$ cat config.mk
export PLATFORM = sky130hd
export DESIGN_NAME = mem_bus_arbiter
export DESIGN_NICKNAME = d
export VERILOG_FILES = /design/src/rtl/mem_bus_arbiter.sv
export SDC_FILE = /design/constraint.sdc
export NUM_CORES = 1
export LEC_CHECK = 0
export BUFFER_PORTS_ARGS = -buffer_cell sky130_fd_sc_hd__buf_2
export CAP_MARGIN = 20
export CORE_MARGIN = 2
export CORE_UTILIZATION = 44
export CTS_CLUSTER_SIZE = 20
export DETAILED_ROUTE_END_ITERATION = 10
export PLACE_DENSITY = 0.79
export SYNTH_ARGS = -nofsm -noshare
export SYNTH_HDL_FRONTEND = slang
export SYNTH_SLANG_ARGS = --single-unit
$ cat constraint.sdc
create_clock -name clk_in -period 9.75 [get_ports clk_in]
set_clock_uncertainty 0.05 [all_clocks]
set_input_delay 1.95 -clock clk_in [delete_from_list [all_inputs] [get_ports clk_in]]
set_output_delay 1.95 -clock clk_in [all_outputs]
set_load 0.1 [all_outputs]
$ cat src/rtl/mem_bus_arbiter.sv
// mem_bus_arbiter: shares the byte-wide RAM/IO bus between the instruction
// cache (word fetches) and the load/store buffer (1/2/4-byte accesses).
// Each request is split into byte beats. Read bytes are reassembled
// little-endian into a 32-bit word. The LSB has priority, but a starvation
// counter lets the icache win after STARVE_LIMIT consecutive LSB grants.
// Optional feature macro: MEM_BUS_ARB_IO_FLUSH_EN. When it is defined, a store
// to 0x30004 (program stop) first waits until io_buffer_full has been low for
// two consecutive cycles, so the UART can drain.
module mem_bus_arbiter #(
  parameter int STARVE_LIMIT = 4,
  parameter int CNT_WIDTH    = 3
) (
  input  logic        clk_in,
  input  logic        rst_in,
  input  logic        rdy_in,
  input  logic        clr_in,
  input  logic [7:0]  mem_din,
  output logic [7:0]  mem_dout,
  output logic [31:0] mem_a,
  output logic        mem_wr,
  input  logic        io_buffer_full,
  input  logic        ic_req,
  input  logic [31:0] ic_addr,
  output logic        ic_done,
  output logic [31:0] ic_rdata,
  input  logic        ls_req,
  input  logic        ls_wr,
  input  logic [1:0]  ls_len,
  input  logic [31:0] ls_addr,
  input  logic [31:0] ls_wdata,
  output logic        ls_done,
  output logic [31:0] ls_rdata
);

  typedef enum logic [1:0] {
    IDLE    = 2'd0,
    READ    = 2'd1,
    WRITE   = 2'd2,
    IO_WAIT = 2'd3
  } state_t;

  localparam logic [CNT_WIDTH-1:0] STARVE_MAX = CNT_WIDTH'(STARVE_LIMIT);
`ifdef MEM_BUS_ARB_IO_FLUSH_EN
  localparam logic [31:0] STOP_ADDR = 32'h0003_0004;
`endif

  state_t               state_reg, state_next;
  logic [CNT_WIDTH-1:0] starve_cnt_reg, starve_cnt_next;
  logic [31:0]          base_reg, base_next;
  logic [31:0]          wdata_reg, wdata_next;
  logic [31:0]          data_reg, data_next;
  logic [2:0]           k_reg, k_next;
  logic [2:0]           n_reg, n_next;
  logic                 owner_ic_reg, owner_ic_next;
  logic [31:0]          ic_rdata_reg;
  logic [31:0]          ls_rdata_reg;
`ifdef MEM_BUS_ARB_IO_FLUSH_EN
  logic                 flush_wait_reg, flush_wait_next;
  logic                 clean_reg, clean_next;
`endif

  logic [31:0] byte_addr;
  logic        is_io;
  logic        last_write;
  logic [2:0]  cap_idx;
  logic [31:0] assembled;
  logic        grant_ic;
  logic        grant_ls;
  logic [2:0]  ls_n;
  logic        ls_is_io;

  // Address of the current beat; no wrap check, unaligned access is legal.
  assign byte_addr  = base_reg + {29'd0, k_reg};
  assign is_io      = (base_reg[17:16] == 2'b11);
  assign ls_is_io   = (ls_addr[17:16] == 2'b11);
  assign last_write = (k_reg == (n_reg - 3'd1));
  // In READ cycle k the byte addressed in cycle k-1 is on mem_din.
  assign cap_idx    = k_reg - 3'd1;

  // LSB wins unless the icache has waited STARVE_LIMIT grants in a row.
  assign grant_ic = ic_req && (!ls_req || (starve_cnt_reg == STARVE_MAX));
  assign grant_ls = ls_req && !grant_ic;

  // Length code to beat count; the illegal code 2 is treated as a word.
  always_comb begin
    case (ls_len)
      2'd0:    ls_n = 3'd1;
      2'd1:    ls_n = 3'd2;
      default: ls_n = 3'd4;
    endcase
  end

  // Data register with the byte arriving this cycle merged into its lane.
  generate
    for (genvar gi = 0; gi < 4; gi++) begin : g_lane
      assign assembled[8*gi +: 8] = (cap_idx == 3'(gi)) ? mem_din : data_reg[8*gi +: 8];
    end
  endgenerate

  // Bus address/data follow the state alone, so they hold steady during a pause.
  always_comb begin
    mem_a    = '0;
    mem_dout = '0;
    case (state_reg)
      READ: begin
        if (k_reg < n_reg) mem_a = byte_addr;
      end
      WRITE: begin
        mem_a    = byte_addr;
        mem_dout = wdata_reg[{k_reg[1:0], 3'b000} +: 8];
      end
      default: begin
        mem_a    = '0;
        mem_dout = '0;
      end
    endcase
  end

  // Next-state, arbitration and strobes; with rdy_in low nothing advances.
  always_comb begin
    state_next      = state_reg;
    starve_cnt_next = starve_cnt_reg;
    base_next       = base_reg;
    wdata_next      = wdata_reg;
    data_next       = data_reg;
    k_next          = k_reg;
    n_next          = n_reg;
    owner_ic_next   = owner_ic_reg;
`ifdef MEM_BUS_ARB_IO_FLUSH_EN
    flush_wait_next = flush_wait_reg;
    clean_next      = clean_reg;
`endif
    mem_wr  = 1'b0;
    ic_done = 1'b0;
    ls_done = 1'b0;

    if (rdy_in) begin
      case (state_reg)
        IDLE: begin
          if (!clr_in && (grant_ic || grant_ls)) begin
            k_next    = '0;
            data_next = '0;
            if (grant_ic) begin
              base_next       = ic_addr;
              n_next          = 3'd4;
              owner_ic_next   = 1'b1;
              starve_cnt_next = '0;
              state_next      = READ;
            end else begin
              base_next     = ls_addr;
              n_next        = ls_n;
              owner_ic_next = 1'b0;
              wdata_next    = ls_wdata;
              if (ic_req && (starve_cnt_reg != STARVE_MAX))
                starve_cnt_next = starve_cnt_reg + 1'b1;
              if (!ls_wr) begin
                state_next = READ;
`ifdef MEM_BUS_ARB_IO_FLUSH_EN
              end else if (ls_addr == STOP_ADDR) begin
                state_next      = IO_WAIT;
                flush_wait_next = 1'b1;
                clean_next      = 1'b0;
`endif
              end else if (ls_is_io && io_buffer_full) begin
                state_next = IO_WAIT;
              end else begin
                state_next = WRITE;
              end
            end
          end
        end

        READ: begin
          if (clr_in) begin
            // Abandoned fetch/load: no done pulse.
            state_next      = IDLE;
            starve_cnt_next = '0;
          end else begin
            if (k_reg != 3'd0) data_next = assembled;
            if (k_reg == n_reg) begin
              state_next = IDLE;
              if (owner_ic_reg) ic_done = 1'b1;
              else              ls_done = 1'b1;
            end else begin
              k_next = k_reg + 3'd1;
            end
          end
        end

        WRITE: begin
          // Stores are post-commit, so clr_in is ignored here.
          if (is_io && io_buffer_full) begin
            state_next = IO_WAIT;
          end else begin
            mem_wr = 1'b1;
            if (last_write) begin
              ls_done    = 1'b1;
              state_next = IDLE;
            end else begin
              k_next = k_reg + 3'd1;
            end
          end
        end

        IO_WAIT: begin
`ifdef MEM_BUS_ARB_IO_FLUSH_EN
          if (flush_wait_reg) begin
            if (io_buffer_full) begin
              clean_next = 1'b0;
            end else if (clean_reg) begin
              state_next      = WRITE;
              flush_wait_next = 1'b0;
              clean_next      = 1'b0;
            end else begin
              clean_next = 1'b1;
            end
          end else if (!io_buffer_full) begin
            state_next = WRITE;
          end
`else
          if (!io_buffer_full) state_next = WRITE;
`endif
        end

        default: state_next = IDLE;
      endcase
    end
  end

  // Control and datapath registers.
  always_ff @(posedge clk_in or posedge rst_in) begin
    if (rst_in) begin
      state_reg      <= IDLE;
      starve_cnt_reg <= '0;
      base_reg       <= '0;
      wdata_reg      <= '0;
      data_reg       <= '0;
      k_reg          <= '0;
      n_reg          <= '0;
      owner_ic_reg   <= 1'b0;
`ifdef MEM_BUS_ARB_IO_FLUSH_EN
      flush_wait_reg <= 1'b0;
      clean_reg      <= 1'b0;
`endif
    end else begin
      state_reg      <= state_next;
      starve_cnt_reg <= starve_cnt_next;
      base_reg       <= base_next;
      wdata_reg      <= wdata_next;
      data_reg       <= data_next;
      k_reg          <= k_next;
      n_reg          <= n_next;
      owner_ic_reg   <= owner_ic_next;
`ifdef MEM_BUS_ARB_IO_FLUSH_EN
      flush_wait_reg <= flush_wait_next;
      clean_reg      <= clean_next;
`endif
    end
  end

  // Result words hold until that requester's next done.
  always_ff @(posedge clk_in or posedge rst_in) begin
    if (rst_in) begin
      ic_rdata_reg <= '0;
      ls_rdata_reg <= '0;
    end else begin
      if (ic_done) ic_rdata_reg <= assembled;
      if (ls_done) ls_rdata_reg <= assembled;
    end
  end

  // During the done cycle the last byte comes straight from mem_din.
  assign ic_rdata = ic_done ? assembled : ic_rdata_reg;
  assign ls_rdata = ls_done ? assembled : ls_rdata_reg;

endmodule

Yosys cells after proc, flatten, opt, wreduce, memory -nomap -nowiden. Cells that the tools add are included.

Add/sub/neg operators: 5. $lt $le $gt $ge: 1. Equal/unequal tests: 24. Shift operators: 1. Multiplexer cells: 53. Bitwise logic cells: 1. Reductions and logical operators: 23.

Operators by type and width (count): 2-to-1 mux 32 bit (7); case mux 32 bit (2 select lines) (2); 2-to-1 mux 8 bit (5); adder 32 x 3 -> 32 bit (1); variable part select 32 x 6 -> 8 bit (1); 2-to-1 mux 3 bit (10); 2-to-1 mux 1 bit (16); 2-to-1 mux 2 bit (8); != test 2 bit, second input constant (8); AND reduction 5 bit (3); != test 3 bit, second input constant (4); case mux 3 bit (2 select lines) (2); case mux 3 bit (3 select lines) (1); equality test 2 bit, second input constant (4); case mux 2 bit (4 select lines) (1); AND reduction 7 bit (1); adder 3 x 1 -> 3 bit, second input constant (2); equality test 3 x 2 -> 1 bit, second input constant (2); equality test 3 bit (2); logical AND 1 bit (6); nonzero test 3 bit (2); subtractor 3 x 1 -> 3 bit, second input constant (2); equality test 2 x 1 -> 1 bit, second input constant (2); logical NOT 2 bit (2); 11 further kinds (14).

Register bits after elaboration: 172. Input port bits: 114. Word-level logic and storage cells: 118.

Depth between registers and ports, before layout.
Depth after elaboration: 9. Mapped depth: 8.

Worst setup path after synthesis. OpenSTA, ideal clock, no wires.

Path type: input port to output port. Start point: input rdy_in. End point: output ic_rdata[22]. Data arrival time: 4404 ps. Required time: 7750 ps. Path slack: 3346 ps. Cell stages on the path: 6. Buffers on the path: 2. Path through: clkbuf_1 > and3b_1 > nand3_1 > clkinv_1 > clkbuf_1 > mux2_2.

Cells in the longest elaborated chain, start to end: 2.

RTL lines: from (decl) (RTL line 15) `input logic rdy_in,`; 2-to-1 mux 1 bit (RTL line 137) `if (rdy_in) begin`; net ic_done (RTL line 24) `output logic ic_done,`; 2-to-1 mux 32 bit; to (decl) (RTL line 25) `output logic [31:0] ic_rdata,`.

The timed path passes the listed nets, and every way through them passes these cells.

Final worst setup path.
Start point: register k_reg[0]. End point: output mem_a[30].

Cells in the longest elaborated chain, start to end: 3. Elaborated cells between the ends (all ways): 4. Classes of those cells: add/sub: 1; order compare: 1; mux: 2.

RTL lines: from (decl) (RTL line 52) `logic [2:0] k_reg, k_next;`; from (signal assigned) (RTL line 251) `k_reg <= k_next;`; adder 32 x 3 -> 32 bit / less-than comparator 3 bit (equally long branches) (RTL line 73, 106); 2-to-1 mux 32 bit (RTL line 106) `if (k_reg < n_reg) mem_a = byte_addr;`; case mux 32 bit (2 select lines) * (RTL line 104) `case (state_reg)`; to (decl) (RTL line 19) `output logic [31:0] mem_a,`.

Mark *: on every way between the ends. The rest lies on a longest branch, timed or not.

==> key figures <==
Status
  – Status: completed

Power
  – PD cells: 353 nW/um^2
  – Leakage: about 5.3 nW
  – Peak supply drop: 0.235 mV

Flow run
  – Max_cap viols: 0

Cells and area
  – Register area: 4300 um^2
  – Multi-input gate area: around 4200 um^2
  – Diode count: 0
  – Final nets: ~1100
  – Fillers: approximately 1700
  – Share of layout cells above drive strength 1: about 41%
  – P&R area growth vs syn: 21.8%

Global routing
  – Vias in the first global route: approximately 7000
  – Largest net degree at the start of global routing: ~110
  – First-pass GRT wire length: between 30 and 40 mm
  – Global Route Usage Sum: between 20% and 30%
  – Initial antenna violation count: 0
  – GRT overflow: 0

Yosys
  – Post-Syn Instances: between 700 and 800
  – Distinct cells, synth: 56
  – Syn avg cell area: 11.3 um^2
  – Synthesized area: 8760 um^2
  – Asr flop ratio synth: 100%
  – Synth Flop Type: dfrtp_1
  – Sequential fraction of the synthesis area: roughly 49%
  – Synthesized flop and latch total: about 170
  – Yosys warning count: 0
  – Number of synthesized flops with an enable pin: 0
  – Syn Nets: between 900 and 1000

Worst setup path
  – CP max-delay cell: dfrtp_1
  – Worst path most repeated cell: or4_1
  – Worst setup SP type: register
  – Crit path DAT: around 4 ns
  – Critical path endpoint category: primary output
  – Crit path required time: a little under 8 ns
  – Critical-path cell list: ha_1 -> fa_1 -> a21oi_2 -> or4_1 -> or4_1 -> a21oi_1 -> buf_2
  – Crit-path max FO: 17
  – WS Path Type: register to primary output
  – Max stage delay on crit path: about 0.83 ns
  – Setup slack, reg-to-reg: around 6.5 ns

Clock network
  – CTS clk-pin slew, worst paths: around 0.07 ns
  – Cts hold-fix bufs: 0
  – Max clock buf depth: 2
  – CTS root buf: clkbuf_16
  – CTS sink count: ~170
  – Setup Buffers After CTS: 0
  – CTS resizes: 0
  – CTS tree: done
  – CTS Buf Count: 17
  – Skew-Pair Late Insertion Delay: approximately 0.43 ns
  – Htree depth: 4

Place
  – Placement Setup Slack: ~3.5 ns
  – Post-DP HPWL: between 15 and 20 mm
  – GP Congestion: between 0.8 and 0.9
  – Port bufs: 220

Routing
  – Final ANT Viol Nets: 0
  – Vias per cell: between 5 and 6
  – Met3 wire length: between 1.5 and 2 mm
  – Highest routed layer: met4
  – Metal2 WL: 10.2 mm
  – Avg WL per Cell: around 17 um
  – Met1 Wirelength: a little over 9 mm
  – Final WL: about 22 mm
  – Initial DRC count: ~450
  – Router iterations before antenna repair: 5
  – DRC: 0
  – DR vias: a little under 7000

Timing
  – Crit path time final: 6.02 ns
  – Final slew viol count: 0
  – Worst slew pin tran: 0.928 ns
  – Fin. Hold Viols: 0
  – PnR worst setup slack: approximately 3.7 ns
  – Worst slew margin relative to its limit: 38.2%
  – Final setup fails: 0
  – RSZ-0062 raised after global routing: no
  – Fin crit share: a little over 60%
  – TNS Setup: 0 ns
  – Fmax: between 0.15 and 0.2 GHz

Floorplan
  – Initial core utilization: 44.9%
  – Ports: approximately 220
  – Row cnt: slightly above 50
  – Die Y-Extent: ~150 um
  – Die footprint: between 20000 and 25000 um^2
  – Die width: between 100 and 150 um
  – Core ar.: approximately 20000 um^2

Hold path
  – Hold WC Path Type: register to register
## area by class of cell
type	count	share of cell area [%]
inverter	21	0.785
clock buffer	19	4.24
sequential	172	40.3
timing repair buffer	227	10.9
clock inverter	13	1.29
multi-input combinational	540	39.3
tap	265	3.11
## per-layer routing
layer / vias to the layer above / GRT usage (%)
li1: 3231 / -
met1: 3345 / 26.5
met2: 262 / 34.5
met3: 32 / 5.35
met4: 0 / 7.25
met5: - / 0
## worst max-delay path, delay by kind of cell (launching register included)
family | cells | cell delay [ns]
AOI/OAI and AO/OA | 2 | 0.32
and+or+nand+nor | 2 | 1.38
adders and majority gates | 2 | 0.58
buffers and inverters | 1 | 0.48
DFF | 1 | 0.83
## Yosys cell counts, types with 2 or more instances
cell	n	area, um^2
a21oi_1	17	85.1
a22o_1	34	298
a31oi_1	33	206
and2_1	13	81.3
and3_1	4	25.0
and3b_1	2	17.5
buf_2	15	75.1
clkbuf_1	28	105
dfrtp_1	172	4300
ha_1	20	250
inv_1	20	75.1
mux2_2	132	1490
mux2i_1	5	50.1
mux4_2	8	180
nand2_1	87	327
nand2b_1	4	25.0
nand3_1	14	70.1
nand3b_1	4	30.0
nand4_1	6	37.5
nand4b_1	2	17.5
nor2_1	52	195
nor2b_1	7	43.8
nor3_1	4	20.0
nor4_1	6	37.5
nor4_2	2	25.0
o2111ai_1	5	43.8
o21ai_0	11	55.1
o311ai_0	2	17.5
o31ai_1	11	82.6
or3_1	6	37.5
or4_1	14	105
xnor2_1	13	114
## stage by stage
step	util (%)	total power [mW]	instance area, um^2	hold slack [ns]	instances
floorplan	-	2.75	8760	0.411	777
global placement	51.5	3.06	10100	0.427	1224
detailed placement	51.5	3.10	10100	0.429	1224
CTS	54.6	3.79	10700	0.449	1256
global route	54.7	3.97	10700	0.458	1257
finish	54.7	3.77	10700	0.444	1257
## final timing paths
path	depth (start not counted)	start	to
max	7	k_reg[0]	mem_a[30]
min	1	ic_rdata_reg[0]	ic_rdata_reg[0]
max reg2reg	6	k_reg[0]	data_reg[24]
min reg2reg	1	ic_rdata_reg[0]	ic_rdata_reg[0]
max in group asynchronous	3	rst_in	base_reg[23]
min in group asynchronous	2	rst_in	ic_rdata_reg[21]
## where the power goes
group	internal, mW	switching, mW
Combinational	0.552	1.42
Clock	0.356	0.315
Sequential	0.937	0.185
Total	1.84	1.92
## layout by cell type (no fill, tap or decap), types with 5 or more instances in the layout
master and count:
o31ai_1 11, o21ai_0 11, or4_1 14, buf_4 6, mux4_2 8, nand4_1 6
nand2_1 87, xnor2_1 13, a21oi_1 17, mux2_2 132, or3_1 6, dfrtp_1 172
inv_1 19, mux2i_1 5, buf_2 220, ha_1 20, nand3_1 14, clkbuf_16 17
o2111ai_1 5, and2_1 13, nor2_1 52, nor2b_1 7, nor4_1 6, inv_6 6
a31oi_1 33, a22o_1 34
## logic make-up (layout without fill, tap and decap cells)
group / Yosys count / count (layout) / share of synthesized area, %
compound gates: 127 / 127 / 10.5
xor+xnor: 15 / 15 / 1.67
fa+ha+maj: 21 / 21 / 3.08
buf+inv: 65 / 280 / 3.01
flops: 172 / 172 / 49.1
mux: 145 / 145 / 19.6
simple gates: 232 / 232 / 13.0
Note: power is estimated with default switching activity, not from simulation.
